===== src/rtl/gcd_operand_arb.sv =====
// gcd_operand_arb: N-channel valid/ready operand arbiter with one registered
// output entry, feeding the GCD datapath operand registers.
//
// Ports:
//   clk, rst_n     rising-edge clock, asynchronous active-low reset
//   mode           0 = round-robin, 1 = fixed priority (channel 0 highest)
//   in_valid       per-channel operand valid
//   in_data        packed operands, channel c at [c*WIDTH +: WIDTH]
//   in_ready       per-channel accept, one-hot or zero (combinational)
//   out_valid      output register holds a word
//   out_data       selected operand
//   out_ch         source channel of out_data
//   out_zero       out_data == 0, registered alongside out_data
//   out_ready      downstream accept
module gcd_operand_arb #(
    parameter int unsigned WIDTH = 8,
    parameter int unsigned N_CH  = 4
) (
    input  logic                               clk,
    input  logic                               rst_n,
    input  logic                               mode,
    input  logic [N_CH-1:0]                    in_valid,
    input  logic [N_CH*WIDTH-1:0]              in_data,
    output logic [N_CH-1:0]                    in_ready,
    output logic                               out_valid,
    output logic [WIDTH-1:0]                   out_data,
    output logic [(N_CH > 1 ? $clog2(N_CH) : 1)-1:0] out_ch,
    output logic                               out_zero,
    input  logic                               out_ready
);

    localparam int unsigned CH_W = (N_CH > 1) ? $clog2(N_CH) : 1;

    logic [CH_W-1:0]  rr_ptr;
    logic [CH_W-1:0]  start_c;
    logic [CH_W-1:0]  cand_idx_c;
    logic [CH_W-1:0]  grant_idx_c;
    logic [CH_W-1:0]  next_ptr_c;
    logic             grant_any_c;
    logic             free_c;
    logic             xfer_c;
    logic [WIDTH-1:0] sel_data_c;
    int unsigned      cand_c;

    // Grant search: walk channels starting at start_c with wrap; first valid wins.
    // Fixed priority is simply a search that always starts at channel 0.
    always_comb begin
        free_c      = !out_valid || out_ready;
        start_c     = mode ? '0 : rr_ptr;
        grant_any_c = 1'b0;
        grant_idx_c = '0;
        cand_c      = 0;
        cand_idx_c  = '0;
        for (int unsigned k = 0; k < N_CH; k++) begin
            cand_c     = (k + 32'(start_c)) % N_CH;
            cand_idx_c = CH_W'(cand_c);
            if (!grant_any_c && in_valid[cand_idx_c]) begin
                grant_any_c = 1'b1;
                grant_idx_c = cand_idx_c;
            end
        end
    end

    // Operand mux for the granted channel; non-granted data is never looked at.
    always_comb begin
        sel_data_c = '0;
        for (int unsigned c = 0; c < N_CH; c++) begin
            if (grant_idx_c == CH_W'(c)) begin
                sel_data_c = in_data[c*WIDTH +: WIDTH];
            end
        end
    end

    // Handshake: a grant is only offered when the output entry can take it,
    // and never while reset is asserted.
    always_comb begin
        xfer_c     = grant_any_c && free_c && rst_n;
        in_ready   = xfer_c ? (N_CH'(1) << grant_idx_c) : '0;
        next_ptr_c = (grant_idx_c == CH_W'(N_CH - 1)) ? '0 : grant_idx_c + CH_W'(1);
    end

    // Output entry and round-robin pointer.
    always_ff @(posedge clk or negedge rst_n) begin
        if (!rst_n) begin
            out_valid <= 1'b0;
            out_data  <= '0;
            out_ch    <= '0;
            out_zero  <= 1'b0;
            rr_ptr    <= '0;
        end else if (free_c) begin
            out_valid <= xfer_c;
            if (xfer_c) begin
                out_data <= sel_data_c;
                out_ch   <= grant_idx_c;
                out_zero <= (sel_data_c == '0);
                if (!mode) begin
                    rr_ptr <= next_ptr_c;
                end
            end
        end
    end

endmodule


===== config.mk =====
export PLATFORM = sky130hd
export DESIGN_NAME = gcd_operand_arb
export DESIGN_NICKNAME = d
export VERILOG_FILES = /design/src/rtl/gcd_operand_arb.sv
export SDC_FILE = /design/constraint.sdc
export NUM_CORES = 1
export LEC_CHECK = 0
export BUFFER_PORTS_ARGS = -buffer_cell sky130_fd_sc_hd__buf_2
export CAP_MARGIN = 5
export CORE_MARGIN = 2
export CORE_UTILIZATION = 47
export DETAILED_ROUTE_END_ITERATION = 8
export MAX_ROUTING_LAYER = met4
export PLACE_DENSITY = 0.88
export SLEW_MARGIN = 0
export SYNTH_ARGS = -nofsm -noshare
export SYNTH_HDL_FRONTEND = slang
export SYNTH_SLANG_ARGS = --single-unit

===== constraint.sdc =====
create_clock -name clk -period 4.1 [get_ports clk]
set_input_delay 1.025 -clock clk [delete_from_list [all_inputs] [get_ports clk]]
set_output_delay 1.025 -clock clk [all_outputs]
set_load 0.005 [all_outputs]

==> flow_summary.ini <==
[worst_setup_path]
worstSetupPathType = primary input to output pin
critical-path-top-cell-by-count = sky130_fd_sc_hd__buf_2
critical_path.startpoint_type = primary input
critPathTopFamily = compound AO/OA/AOI/OAI gates
critPathSlowestCell = sky130_fd_sc_hd__ha_1
timing.critical_path.buf_inv = 2
crit_path_cell_trace = buf_2 -> o21a_1 -> nor3_1 -> o21ai_0 -> a21oi_1 -> ha_1 -> and2_1 -> buf_2
worst-endpoint-arrival_ns = 2.80
setup.worst_path.end_class = output pin
crit_fanout = 11
required_ns = 3.07
critPathMaxStageDelay_ns = 0.43

[synthesis]
fraction_of_synthesized_cell_area_taken_by_the_top_area_cell_type_pct = 28.6
share_of_synthesized_area_occupied_by_flip_flops_and_latches_pct = 28.6
asyncSetResetFlopFracSynth_pct = 100
mappedNetlistArea_um2 = 1220
netlist_top_cells_count = sky130_fd_sc_hd__dfrtp_1, sky130_fd_sc_hd__o21ai_0, sky130_fd_sc_hd__nor2b_1, sky130_fd_sc_hd__nand2_1
synth.avg_cell_area_um2 = 9.00
yosysMostFrequentCell = sky130_fd_sc_hd__dfrtp_1
postSynthCellCount = 136
yosys_warnings = 0
synthFlopType = sky130_fd_sc_hd__dfrtp_1
ys_top_cells_by_area = sky130_fd_sc_hd__dfrtp_1, sky130_fd_sc_hd__mux2_4, sky130_fd_sc_hd__nor2b_1
synth-edff-count = 0
yosysUniqueCellTypes = 39
synth_area_leader_cell = sky130_fd_sc_hd__dfrtp_1
number_of_synthesized_register_bits = 14
syn-num-nets = 180

[sta]
final-max-slew-violation-count = 0
layout_min_cycle_time_ns = 3.83
worstMarginPinSlew_ns = 0.483
timing.final.setup_violations = 0
maxClockFrequency_mhz = 261
setup_ws_ns = 0.270
whs_ns = 0.512
timing.max_slew.rel_slack_pct = 67.8
min_period_over_period_pct = 93.4
hold_violations = 0
tns_ns = 0
clock_skew_ns = 0.00606
grt_setup_unrepaired = no

[clock_tree]
clk_pin_slew_ns = 0.08
tritoncts = yes
postCtsResizedCells = 0
cts-htree-levels = 1
insertion_delay_to_the_later_sink_of_the_worst_skew_pair_ns = 0.27
cts_buffer_depth = 2
cts-buffers-inserted = 3
root_buffer = sky130_fd_sc_hd__clkbuf_4
clkSinkCount = 14
cts-hold-fix-buffers = 0
cts.repair_timing.setup_buffer_count = 0

[worst_hold_path]
min-delay-path-class = register to register

[floorplan]
die_extent_in_y_um = 55.0
start_util_pct = 49.4
ioPinCount = 56
die_area_um2 = 3030
chipWidth_um = 55.0
placementRows = 18
placeableCoreArea_um2 = 2480

[placed_design]
portBuffers = 55
placedCellCount = 212
routabilityCongestion = 0.769
hpwlAfterDp_mm = 2.42
pre_cts_ws_ns = 0.240

[cells_and_area]
drive_gt1_share_pct = 41.4
antennaDiodeCount = 0
fin_util_pct = 61.4
flow.area_growth_from_synthesis_pct = 24.2
final_cells = 216
num-fill-cells = 220
design.final.nets = 231

[grt]
global_route.overflow_total = 0
antenna_found_initial = 0
grt_first_pass_wirelength_mm = 4.52
grt_pass1_vias = 1032
grt_usage_pct = 20.5
grt_max_degree = 17

[routing]
via_per_inst = 5.69
first_pass_iters = 4
drc = 0
via_count = 1229
route.detailed.wl_per_inst_um = 14.2
drt.antenna.violating_nets = 0
wl_mm = 3.07
drt_iter0_drc = 32

[outcome]
outcome = complete, no violations

[pwr]
power.leakage_nw = 0.735
power-per-cell-area_nw_per_um2 = 579
ir_drop_v = 0.000334

[flow_run]
max_cap_violations = 0
[state kept, by name, indices dropped and copies added, names as in the netlist]
name,count
out_valid,1
rr_ptr,2
out_data,8
out_ch,2
out_zero,1
[per-stage QoR]
stage                     area, um^2  power, mW
final                           1520      0.881
after global routing            1520      0.956
after CTS                       1520      0.881
after detailed placement        1480      0.784
after global placement          1480      0.754
after floorplan                 1220      0.629
[cell type report]
cell class	count	area (um^2)	area share [%]
clock buffer	4	36.3	2.39
inverter	7	26.3	1.73
multi-input combinational	104	779	51.3
sequential	14	350	23.0
tap	30	37.5	2.47
timing repair buffer	57	290	19.1
[cell usage in the layout, fill, tap and decap left out, types with 2 or more instances in the layout]
| cell type | n |
|---|---|
| sky130_fd_sc_hd__clkbuf_4 | 3 |
| sky130_fd_sc_hd__dfrtp_1 | 14 |
| sky130_fd_sc_hd__mux2_2 | 5 |
| sky130_fd_sc_hd__inv_1 | 7 |
| sky130_fd_sc_hd__mux2i_1 | 2 |
| sky130_fd_sc_hd__nand2_1 | 10 |
| sky130_fd_sc_hd__o31ai_1 | 7 |
| sky130_fd_sc_hd__buf_2 | 55 |
| sky130_fd_sc_hd__nor3_1 | 4 |
| sky130_fd_sc_hd__ha_1 | 4 |
| sky130_fd_sc_hd__o21ai_0 | 12 |
| sky130_fd_sc_hd__a221oi_1 | 7 |
| sky130_fd_sc_hd__nor2b_1 | 11 |
| sky130_fd_sc_hd__nand2b_1 | 3 |
| sky130_fd_sc_hd__mux2_4 | 5 |
| sky130_fd_sc_hd__a21oi_1 | 6 |
| sky130_fd_sc_hd__and2_1 | 4 |
| sky130_fd_sc_hd__nor4b_1 | 3 |
| sky130_fd_sc_hd__o21a_1 | 3 |
| sky130_fd_sc_hd__nor2_1 | 2 |
| sky130_fd_sc_hd__buf_4 | 2 |
[logic make-up (layout without fill, tap and decap cells)]
logic type | Yosys count | after routing | synth area share (%)
compound gates | 45 | 45 | 26.4
simple gates | 42 | 42 | 20.1
buf+inv | 18 | 68 | 7.67
flops | 14 | 14 | 28.6
mux | 12 | 12 | 12.4
fa+ha+maj | 4 | 4 | 4.09
xor+xnor | 1 | 1 | 0.716
[path summary, 6_finish.rpt]
check                            start          end  slack (ns)  cells past startpoint
max                               mode  in_ready[1]        0.27                      8
min                        out_data[2]  out_data[2]        0.51                      1
max reg2reg                  rr_ptr[1]     out_zero        0.75                     10
min reg2reg                out_data[2]  out_data[2]        0.51                      1
max in group asynchronous        rst_n  out_data[6]        3.21                      1
min in group asynchronous        rst_n  out_data[1]        0.64                      1
[metal layers]
metal / GRT usage (%) / wire, um
met3: 0.806 / 142
met4: 6.50 / 39
met1: 27.3 / 1360
met5: - / 0
met2: 33.7 / 1520
[where the power goes]
group	internal (mW)	switching, mW	leakage [nW]
clock	0.0539	0.0424	0.0210
combinational	0.268	0.257	0.541
sequential	0.197	0.0617	0.172
total	0.519	0.362	0.735
Power figures use the tool's default switching activity.
